### src/rtl/spi_master_param.sv
// Parametrised SPI master with start/busy/done handshake and per-transfer CPOL/CPHA.
// Optional SPI_LOOPBACK_EN adds loopback_i, which samples the internal mosi instead of miso.
module spi_master_param #(
   parameter int unsigned DATA_W  = 8,
   parameter int unsigned CLK_DIV = 2,
   parameter int unsigned NUM_CS  = 2,
   parameter int unsigned CS_W    = 1
) (
   input  logic              clk_i,
   input  logic              rst_ni,
   input  logic              start_i,
   input  logic              cpol_i,
   input  logic              cpha_i,
   input  logic [CS_W-1:0]   cs_sel_i,
   input  logic [DATA_W-1:0] tx_data_i,
   input  logic              msb_first_i,
`ifdef SPI_LOOPBACK_EN
   input  logic              loopback_i,
`endif
   input  logic              miso_i,
   output logic              busy_o,
   output logic              done_o,
   output logic [DATA_W-1:0] rx_data_o,
   output logic              sclk_o,
   output logic              mosi_o,
   output logic [NUM_CS-1:0] cs_n_o
);

   localparam int unsigned HcW = $clog2(CLK_DIV + 1);
   localparam int unsigned EcW = $clog2(2 * DATA_W + 1);

   typedef enum logic [1:0] {StIdle, StSetup, StXfer, StHold} state_e;

   state_e              state_q, state_d;
   logic [HcW-1:0]      hc_q, hc_d;
   logic [EcW-1:0]      ec_q, ec_d;
   logic                cpol_q, cpol_d, cpha_q, cpha_d, msb_q, msb_d;
   logic [DATA_W-1:0]   tx_sh_q, tx_sh_d, rx_sh_q, rx_sh_d, rx_data_q, rx_data_d;
   logic                sclk_q, sclk_d, mosi_q, mosi_d, done_q, done_d;
   logic [NUM_CS-1:0]   cs_n_q, cs_n_d;
   logic                half_end, leading, rx_bit;
   logic [DATA_W-1:0]   shifted;

   always_ff @(posedge clk_i or negedge rst_ni) begin
      if (!rst_ni) begin
         state_q   <= StIdle;
         hc_q      <= '0;
         ec_q      <= '0;
         cpol_q    <= 1'b0;
         cpha_q    <= 1'b0;
         msb_q     <= 1'b1;
         tx_sh_q   <= '0;
         rx_sh_q   <= '0;
         rx_data_q <= '0;
         sclk_q    <= 1'b0;
         mosi_q    <= 1'b0;
         done_q    <= 1'b0;
         cs_n_q    <= '1;
      end else begin
         state_q   <= state_d;
         hc_q      <= hc_d;
         ec_q      <= ec_d;
         cpol_q    <= cpol_d;
         cpha_q    <= cpha_d;
         msb_q     <= msb_d;
         tx_sh_q   <= tx_sh_d;
         rx_sh_q   <= rx_sh_d;
         rx_data_q <= rx_data_d;
         sclk_q    <= sclk_d;
         mosi_q    <= mosi_d;
         done_q    <= done_d;
         cs_n_q    <= cs_n_d;
      end
   end

   always_comb begin
      state_d   = state_q;
      hc_d      = hc_q;
      ec_d      = ec_q;
      cpol_d    = cpol_q;
      cpha_d    = cpha_q;
      msb_d     = msb_q;
      tx_sh_d   = tx_sh_q;
      rx_sh_d   = rx_sh_q;
      rx_data_d = rx_data_q;
      sclk_d    = sclk_q;
      mosi_d    = mosi_q;
      done_d    = 1'b0;
      cs_n_d    = cs_n_q;
      half_end  = (hc_q == HcW'(CLK_DIV - 1));
      leading   = ~ec_q[0];
      shifted   = msb_q ? (tx_sh_q << 1) : (tx_sh_q >> 1);
`ifdef SPI_LOOPBACK_EN
      rx_bit    = loopback_i ? mosi_q : miso_i;
`else
      rx_bit    = miso_i;
`endif

      unique case (state_q)
         StIdle: begin
            // A start coinciding with the done pulse is dropped.
            if (start_i && !done_q) begin
               state_d = StSetup;
               hc_d    = '0;
               ec_d    = '0;
               cpol_d  = cpol_i;
               cpha_d  = cpha_i;
               msb_d   = msb_first_i;
               tx_sh_d = tx_data_i;
               rx_sh_d = '0;
               sclk_d  = cpol_i;
               mosi_d  = msb_first_i ? tx_data_i[DATA_W-1] : tx_data_i[0];
               for (int unsigned i = 0; i < NUM_CS; i++) begin
                  cs_n_d[i] = (32'(cs_sel_i) != i);
               end
            end
         end
         StSetup: begin
            if (half_end) begin
               state_d = StXfer;
               hc_d    = '0;
            end else begin
               hc_d = hc_q + HcW'(1);
            end
         end
         StXfer: begin
            if (!half_end) begin
               hc_d = hc_q + HcW'(1);
            end else begin
               hc_d   = '0;
               sclk_d = ~sclk_q;
               ec_d   = ec_q + EcW'(1);
               if (leading != cpha_q) begin
                  rx_sh_d = msb_q ? {rx_sh_q[DATA_W-2:0], rx_bit} : {rx_bit, rx_sh_q[DATA_W-1:1]};
               end else if (cpha_q ? (ec_q != '0) : (ec_q != EcW'(2 * DATA_W - 1))) begin
                  // Edge 1 in cpha=1 re-presents the bit already driven during setup.
                  tx_sh_d = shifted;
                  mosi_d  = msb_q ? shifted[DATA_W-1] : shifted[0];
               end
               if (ec_q == EcW'(2 * DATA_W - 1)) begin
                  state_d = StHold;
                  ec_d    = '0;
               end
            end
         end
         StHold: begin
            if (half_end) begin
               state_d   = StIdle;
               hc_d      = '0;
               cs_n_d    = '1;
               done_d    = 1'b1;
               rx_data_d = rx_sh_q;
            end else begin
               hc_d = hc_q + HcW'(1);
            end
         end
         default: state_d = StIdle;
      endcase
   end

   assign busy_o    = (state_q != StIdle);
   assign done_o    = done_q;
   assign rx_data_o = rx_data_q;
   assign sclk_o    = sclk_q;
   assign mosi_o    = mosi_q;
   assign cs_n_o    = cs_n_q;

endmodule

### config.mk
export PLATFORM = sky130hd
export DESIGN_NAME = spi_master_param
export DESIGN_NICKNAME = d
export VERILOG_FILES = /design/src/rtl/spi_master_param.sv
export SDC_FILE = /design/constraint.sdc
export NUM_CORES = 1
export LEC_CHECK = 0
export ABC_CLOCK_PERIOD_IN_PS = 1700
export BUFFER_PORTS_ARGS = -buffer_cell sky130_fd_sc_hd__buf_2
export CAP_MARGIN = 15
export CORE_ASPECT_RATIO = 1.75
export CORE_MARGIN = 3
export CORE_UTILIZATION = 54
export CTS_BUF_LIST = sky130_fd_sc_hd__clkbuf_8
export CTS_CLUSTER_DIAMETER = 50
export CTS_CLUSTER_SIZE = 28
export DETAILED_ROUTE_END_ITERATION = 8
export PLACE_DENSITY = 0.79
export SLEW_MARGIN = 15
export SYNTH_ARGS = -nofsm -noshare
export SYNTH_HDL_FRONTEND = slang
export SYNTH_SLANG_ARGS = --single-unit
### constraint.sdc
create_clock -name clk_i -period 1.7 [get_ports clk_i]
set_input_delay 0.34 -clock clk_i [delete_from_list [all_inputs] [get_ports clk_i]]
set_output_delay 0.34 -clock clk_i [all_outputs]
set_load 0.02 [all_outputs]
==> results of run 1 <==
[critical path: stages (launching register included)]
cell	delay (ps)
dfrtp_1	410
inv_2	60
ha_1	120
or4b_4	450
a22oi_2	130
a21o_1	170
buf_12	150
mux2_4	300
[what timing repair did]
item                                    CTS  global route
hold endpoints to repair                 15             0
hold buffers                              1             0
gates resized for setup                   6            21
endpoints found under the setup margin   20            22
setup buffers                             1            10
pin swaps                                 2             5
[power by group]
part | total, mW | internal [mW] | switching [mW]
sequential | 1.60 | 1.32 | 0.278
combinational | 3.35 | 1.81 | 1.54
clock | 0.905 | 0.578 | 0.327
total | 5.86 | 3.71 | 2.15
[placed cells by master (no fill, tap or decap), drive strengths merged, types with 3 or more instances in the layout]
master | netlist | layout
mux2i | 17 | 17
o21ai | 6 | 6
a21oi | 11 | 11
o22a | 3 | 3
nand2b | 4 | 4
mux2 | 29 | 29
ha | 7 | 7
nand2 | 23 | 23
buf | 6 | 63
nand3b | 4 | 4
inv | 11 | 11
dfrtp | 37 | 37
dfstp | 3 | 3
nor2 | 10 | 10
nand3 | 4 | 4
clkbuf | 3 | 5
[how the worst max path moves through the flow]
stage                            end     from  slack (ps)  depth (start not counted)
after floorplan               mosi_o  ec_q[0]        -150                          7
after global placement    tx_sh_q[6]  ec_q[1]        -130                          7
after detailed placement  tx_sh_q[5]  ec_q[1]        -190                          7
after CTS                 tx_sh_q[4]  ec_q[1]        -210                          7
after global routing      tx_sh_q[5]  ec_q[1]        -250                          7
final                     tx_sh_q[4]  ec_q[1]        -210                          7
[through the flow]
step / setup WS, ps / utilization / cells / instance area, um2
after floorplan: -153 / - / 198 / 2240
final: -213 / 0.750 / 308 / 2930
after detailed placement: -187 / 0.669 / 290 / 2610
after CTS: -210 / 0.713 / 299 / 2780
after global placement: -131 / 0.669 / 290 / 2610
after global routing: -252 / 0.750 / 308 / 2930
[metal layers]
layer | GRT usage | share of wire
met1 | 0.260 | 0.38
met2 | 0.358 | 0.54
met3 | 0.0496 | 0.041
met4 | 0.104 | 0.039
met5 | 0 | 0
[area by class of cell]
class / instances / area [um2] / area share
flip-flops and latches: 40 / 1010 / 0.344
inverters: 11 / 41.3 / 0.0141
repair buffers: 64 / 487 / 0.166
clock buffers: 5 / 68.8 / 0.0235
clock inverters: 2 / 60.1 / 0.0205
multi-input cells: 138 / 1200 / 0.412
well taps: 48 / 60.1 / 0.0205
[state kept, by name, summed over array words and instances, names as in the netlist]
register   flops
rx_sh_q        8
cpha_q         1
mosi_o         1
tx_sh_q        8
sclk_o         1
rx_data_o      8
cs_n_o         2
ec_q           5
hc_q           2
done_o         1
msb_q          1
state_q        2
[cell families (layout without fill, tap and decap cells)]
| group | Yosys count | after routing |
|---|---|---|
| buffers and inverters | 20 | 82 |
| adders and majority gates | 7 | 7 |
| DFF | 40 | 40 |
| AOI/OAI and AO/OA | 29 | 29 |
| muxes | 46 | 46 |
| and+or+nand+nor | 56 | 56 |
==> flow_summary.json, run 1 <==
{
  "status": "finished, violations left",
  "finalPower_mw": 5.86,
  "syn_nets": 221,
  "hold_class": "in -> reg",
  "synth_top_area_share": 0.417,
  "drive_gt1_frac": 0.473,
  "worstPathRequired_ps": 1870,
  "yosysMostFrequentCell": "dfrtp_1",
  "insertedDiodeCount": 0,
  "area_delta_synth_final_pct": 31.9,
  "grt_setup_unrepaired": "true",
  "violations": "negative setup slack",
  "grt_max_degree": 26,
  "routed_via_density": 5.44,
  "grt-ovfl-total": 0,
  "ys_seq_area_frac": 0.453,
  "min_from": "cpha_i",
  "synth_edf_count": 0,
  "track_usage": 0.220,
  "setup_tns_ps": -2150,
  "hold_violations": 0,
  "core_um2": 3900,
  "cap_violations": 0,
  "synth_top_area_cell": "dfrtp_1",
  "die_h_um": 90.8,
  "row_count": 30,
  "wire_per_inst_um": 16.8,
  "synthMuxAreaShare": 0.239,
  "syn_inst": 198,
  "slew_viol_final": 0,
  "synth_cell_type_count": 37,
  "fmax_mhz": 523,
  "finalWorstSetupSlack_ps": -213,
  "cts_buffer_depth": 2,
  "endpoint_kind": "flip-flop",
  "drc": 0,
  "setup_viol": 18,
  "cts_tree": "built",
  "p_per_area_nw_per_um2": 2000,
  "ff2ff_setup_slack_ps": -210,
  "r2r_end": "tx_sh_q[4]",
  "critPathLaunchType": "flip-flop",
  "drtAntennaViolNets": 0,
  "syn_area_per_cell_um2": 11.2,
  "criticalPathCategory": "reg -> reg",
  "totalWireLength_um": 5170,
  "skew_ps": 4.54,
  "gp_congestion": 0.732,
  "htreeDepth": 2,
  "drt_iter0_markers": 32,
  "die_area_um2": 4950,
  "synth-compound-area-share": 0.0868,
  "start_util": 0.569,
  "clk_pin_slew_ps": 80,
  "clock_latency_ps": 290,
  "ys_top_cells_by_count": "dfrtp_1 (37), nand2_1 (23), mux2_2 (20)",
  "hpwlAfterDp_um": 3440,
  "fp.dieW_um": 54.5,
  "grt_pass1_wl_um": 7980,
  "synth_top_family_by_area": "multiplexers",
  "holdWs_ps": 283,
  "reg2reg_from": "ec_q[1]",
  "cts-root-buf": "clkbuf_8",
  "synthAdderAreaFrac": 0.0395,
  "cts.sinks": 40,
  "synth_area_leaders": "dfrtp_1 (42%), mux2_2 (10%), mux2i_1 (7.7%)",
  "yosys_register_bits": 40,
  "tightest_slew_ps": 441,
  "ir_worst_vdd_mv": 1.35,
  "fin_crit_ps": 1910,
  "n_fill_cell": 281,
  "cp.arrival_ps": 2090,
  "r2r_cells": 7,
  "min_to": "cpha_q",
  "worst-path-max-fanout": 9,
  "ys_warn_count": 0,
  "first_global_vias": 1715,
  "antenna_found_initial": 0,
  "power.static_leakage_nw": 1.41,
  "netlist_area_um2": 2220,
  "synthFlopType": "dfrtp_1",
  "drt-pass1-iter-count": 4,
  "vias": 1674,
  "async_flop_share": 1.00,
  "hold_depth": 2,
  "numCtsBuffers": 5,
  "post-route-period-util": 1.13,
  "ios": 30,
  "io_buffer_count": 29,
  "synth_xor_area_frac": 0,
  "maxSlewHeadroom": 0.706,
  "synthSimpleGateAreaFrac": 0.138,
  "fin_nets": 283
}
No activity file was read; power rests on OpenSTA's default activity.
==> run 2, diff against run 1 <==
--- a/config.mk
+++ b/config.mk
@@ -8,14 +8,16 @@
 export ABC_CLOCK_PERIOD_IN_PS = 1700
 export BUFFER_PORTS_ARGS = -buffer_cell sky130_fd_sc_hd__buf_2
 export CAP_MARGIN = 15
+export CELL_PAD_IN_SITES_DETAIL_PLACEMENT = 0
+export CELL_PAD_IN_SITES_GLOBAL_PLACEMENT = 2
 export CORE_ASPECT_RATIO = 1.75
 export CORE_MARGIN = 3
-export CORE_UTILIZATION = 54
+export CORE_UTILIZATION = 35
 export CTS_BUF_LIST = sky130_fd_sc_hd__clkbuf_8
 export CTS_CLUSTER_DIAMETER = 50
 export CTS_CLUSTER_SIZE = 28
 export DETAILED_ROUTE_END_ITERATION = 8
-export PLACE_DENSITY = 0.79
+export PLACE_DENSITY_LB_ADDON = 0.1
 export SLEW_MARGIN = 15
 export SYNTH_ARGS = -nofsm -noshare
 export SYNTH_HDL_FRONTEND = slang
==> run 2 against run 1 <==
The flow finishes with violations (negative hold slack, negative setup slack). Maximum frequency grew 0.48%. Setup slack gained 9.2 ps. Flip-flop and latch count is the same. Combinational power is essentially flat. Non-clock buffer count shrank 5. Sequential power is essentially flat. Via count shrank 2.1%. Worst hold slack lost 280 ps. First-iteration DRC count shrank 47%. Critical path depth is the same. Clock skew grew 3.6 ps. Clock power shrank 6.4%.
==> flow_summary.json, run 2 (synthesized netlist as in run 1, its figures left out) <==
{
  "first_global_vias": 1809,
  "row_count": 37,
  "critPathLaunchType": "flip-flop",
  "tightest_slew_ps": 223,
  "drtAntennaViolNets": 0,
  "die_area_um2": 7370,
  "place_inst": 320,
  "cts_tree": "built",
  "fp.dieW_um": 66.2,
  "cts_buffer_depth": 2,
  "layout_common_cells": "dfrtp_1 (36), buf_2 (28), nand2_1 (21)",
  "finalWorstSetupSlack_ps": -204,
  "antenna_found_initial": 0,
  "cp_slowest_cell": "or4b_4",
  "multiInputGateArea_um2": 1190,
  "drt-pass1-iter-count": 4,
  "fin_nets": 278,
  "core_um2": 6020,
  "vias": 1639,
  "clk_pin_slew_ps": 80,
  "fmax_mhz": 525,
  "skew_ps": 8.15,
  "post-route-period-util": 1.12,
  "drive_gt1_frac": 0.477,
  "area_delta_synth_final_pct": 31.5,
  "violations": "negative hold slack, negative setup slack",
  "startpoint": "ec_q[1]",
  "layout_commonest_cell": "dfrtp_1",
  "hpwlAfterDp_um": 3840,
  "n_fill_cell": 572,
  "grt_pass1_wl_um": 8670,
  "cp.arrival_ps": 2080,
  "clock_latency_ps": 300,
  "setup_viol": 17,
  "track_usage": 0.153,
  "criticalPathCategory": "reg -> reg",
  "hold_violations": 1,
  "worst-path-max-fanout": 9,
  "grt-ovfl-total": 0,
  "critPathBufInv": 2,
  "status": "finished, violations left",
  "cts.sinks": 40,
  "hold_class": "in -> async",
  "grt_setup_unrepaired": "true",
  "wire_per_inst_um": 15.4,
  "p_per_area_nw_per_um2": 1980,
  "io_buffer_count": 29,
  "reg2reg_from": "ec_q[1]",
  "path_cells": "inv_1, ha_1, or4b_4, a22oi_2, a21o_1, buf_12, mux2_4",
  "critical_path.max_stage_delay_ps": 450,
  "maxSlewHeadroom": 0.851,
  "ios": 30,
  "numCtsBuffers": 5,
  "totalWireLength_um": 5130,
  "start_util": 0.369,
  "gp_congestion": 0.775,
  "die_h_um": 111,
  "cts-root-buf": "clkbuf_8",
  "cts_hold_buf": 0,
  "htreeDepth": 2,
  "drc": 0,
  "slew_viol_final": 0,
  "fin_crit_ps": 1900,
  "regArea_um2": 1010,
  "pre_cts_ws_ps": -201,
  "holdWs_ps": -1.48,
  "endpoint_kind": "flip-flop",
  "cap_violations": 0,
  "insertedDiodeCount": 0,
  "worstPathRequired_ps": 1880,
  "crit_family": "simple AND/OR/NAND/NOR gates",
  "routed_via_density": 4.91,
  "power.static_leakage_nw": 1.41,
  "drt_iter0_markers": 17,
  "ir_worst_vdd_mv": 0.713,
  "grt_max_degree": 41,
  "stdcell_count": 334
}
-- run 2: cell type report --
cell class	count	area share
multi-input cells	138	0.406
flip-flops and latches	40	0.345
repair buffers	59	0.158
well taps	78	0.0334
clock buffers	7	0.0330
inverters	11	0.0141
clock inverters	1	0.0103
-- run 2: through the flow --
step,setup TNS [ps],instance area [um2],utilization,power (mW)
after floorplan,-1430,2240,-,3.56
after global placement,-1990,2660,0.442,4.48
after global routing,-3400,2920,0.485,6.20
after CTS,-1970,2850,0.473,5.62
after detailed placement,-2700,2660,0.442,4.59
final,-1870,2920,0.485,5.77
-- run 2: path summary, 6_finish.rpt --
check                       endpoint  slack, ps  cells past startpoint
max in group asynchronous  cs_n_o[1]       1430                      2
setup reg to reg              mosi_o       -200                      7
hold / removal                sclk_o         -1                      2
hold reg to reg               sclk_o        500                      2
setup / recovery              mosi_o       -200                      7
min in group clk_i            cpha_q        280                      2
-- run 2: timing repair --
| action | 4_1_cts | 5_1_grt |
|---|---|---|
| setup buffers | 4 | 4 |
| gates resized for setup | 8 | 19 |
| pin swaps | 1 | 4 |
| setup endpoints to repair | 20 | 23 |
-- run 2: layer usage --
layer	share of wire	GRT usage	up-vias
li1	-	-	801
met1	0.38	0.158	805
met2	0.57	0.296	27
met3	0.033	0.0262	6
met4	0.016	0.0488	0
met5	0	0	-
-- run 2: report_power, final --
| part | internal, mW | switching, mW |
|---|---|---|
| combinational | 1.83 | 1.51 |
| sequential | 1.32 | 0.261 |
| clock | 0.518 | 0.329 |
| total | 3.67 | 2.10 |
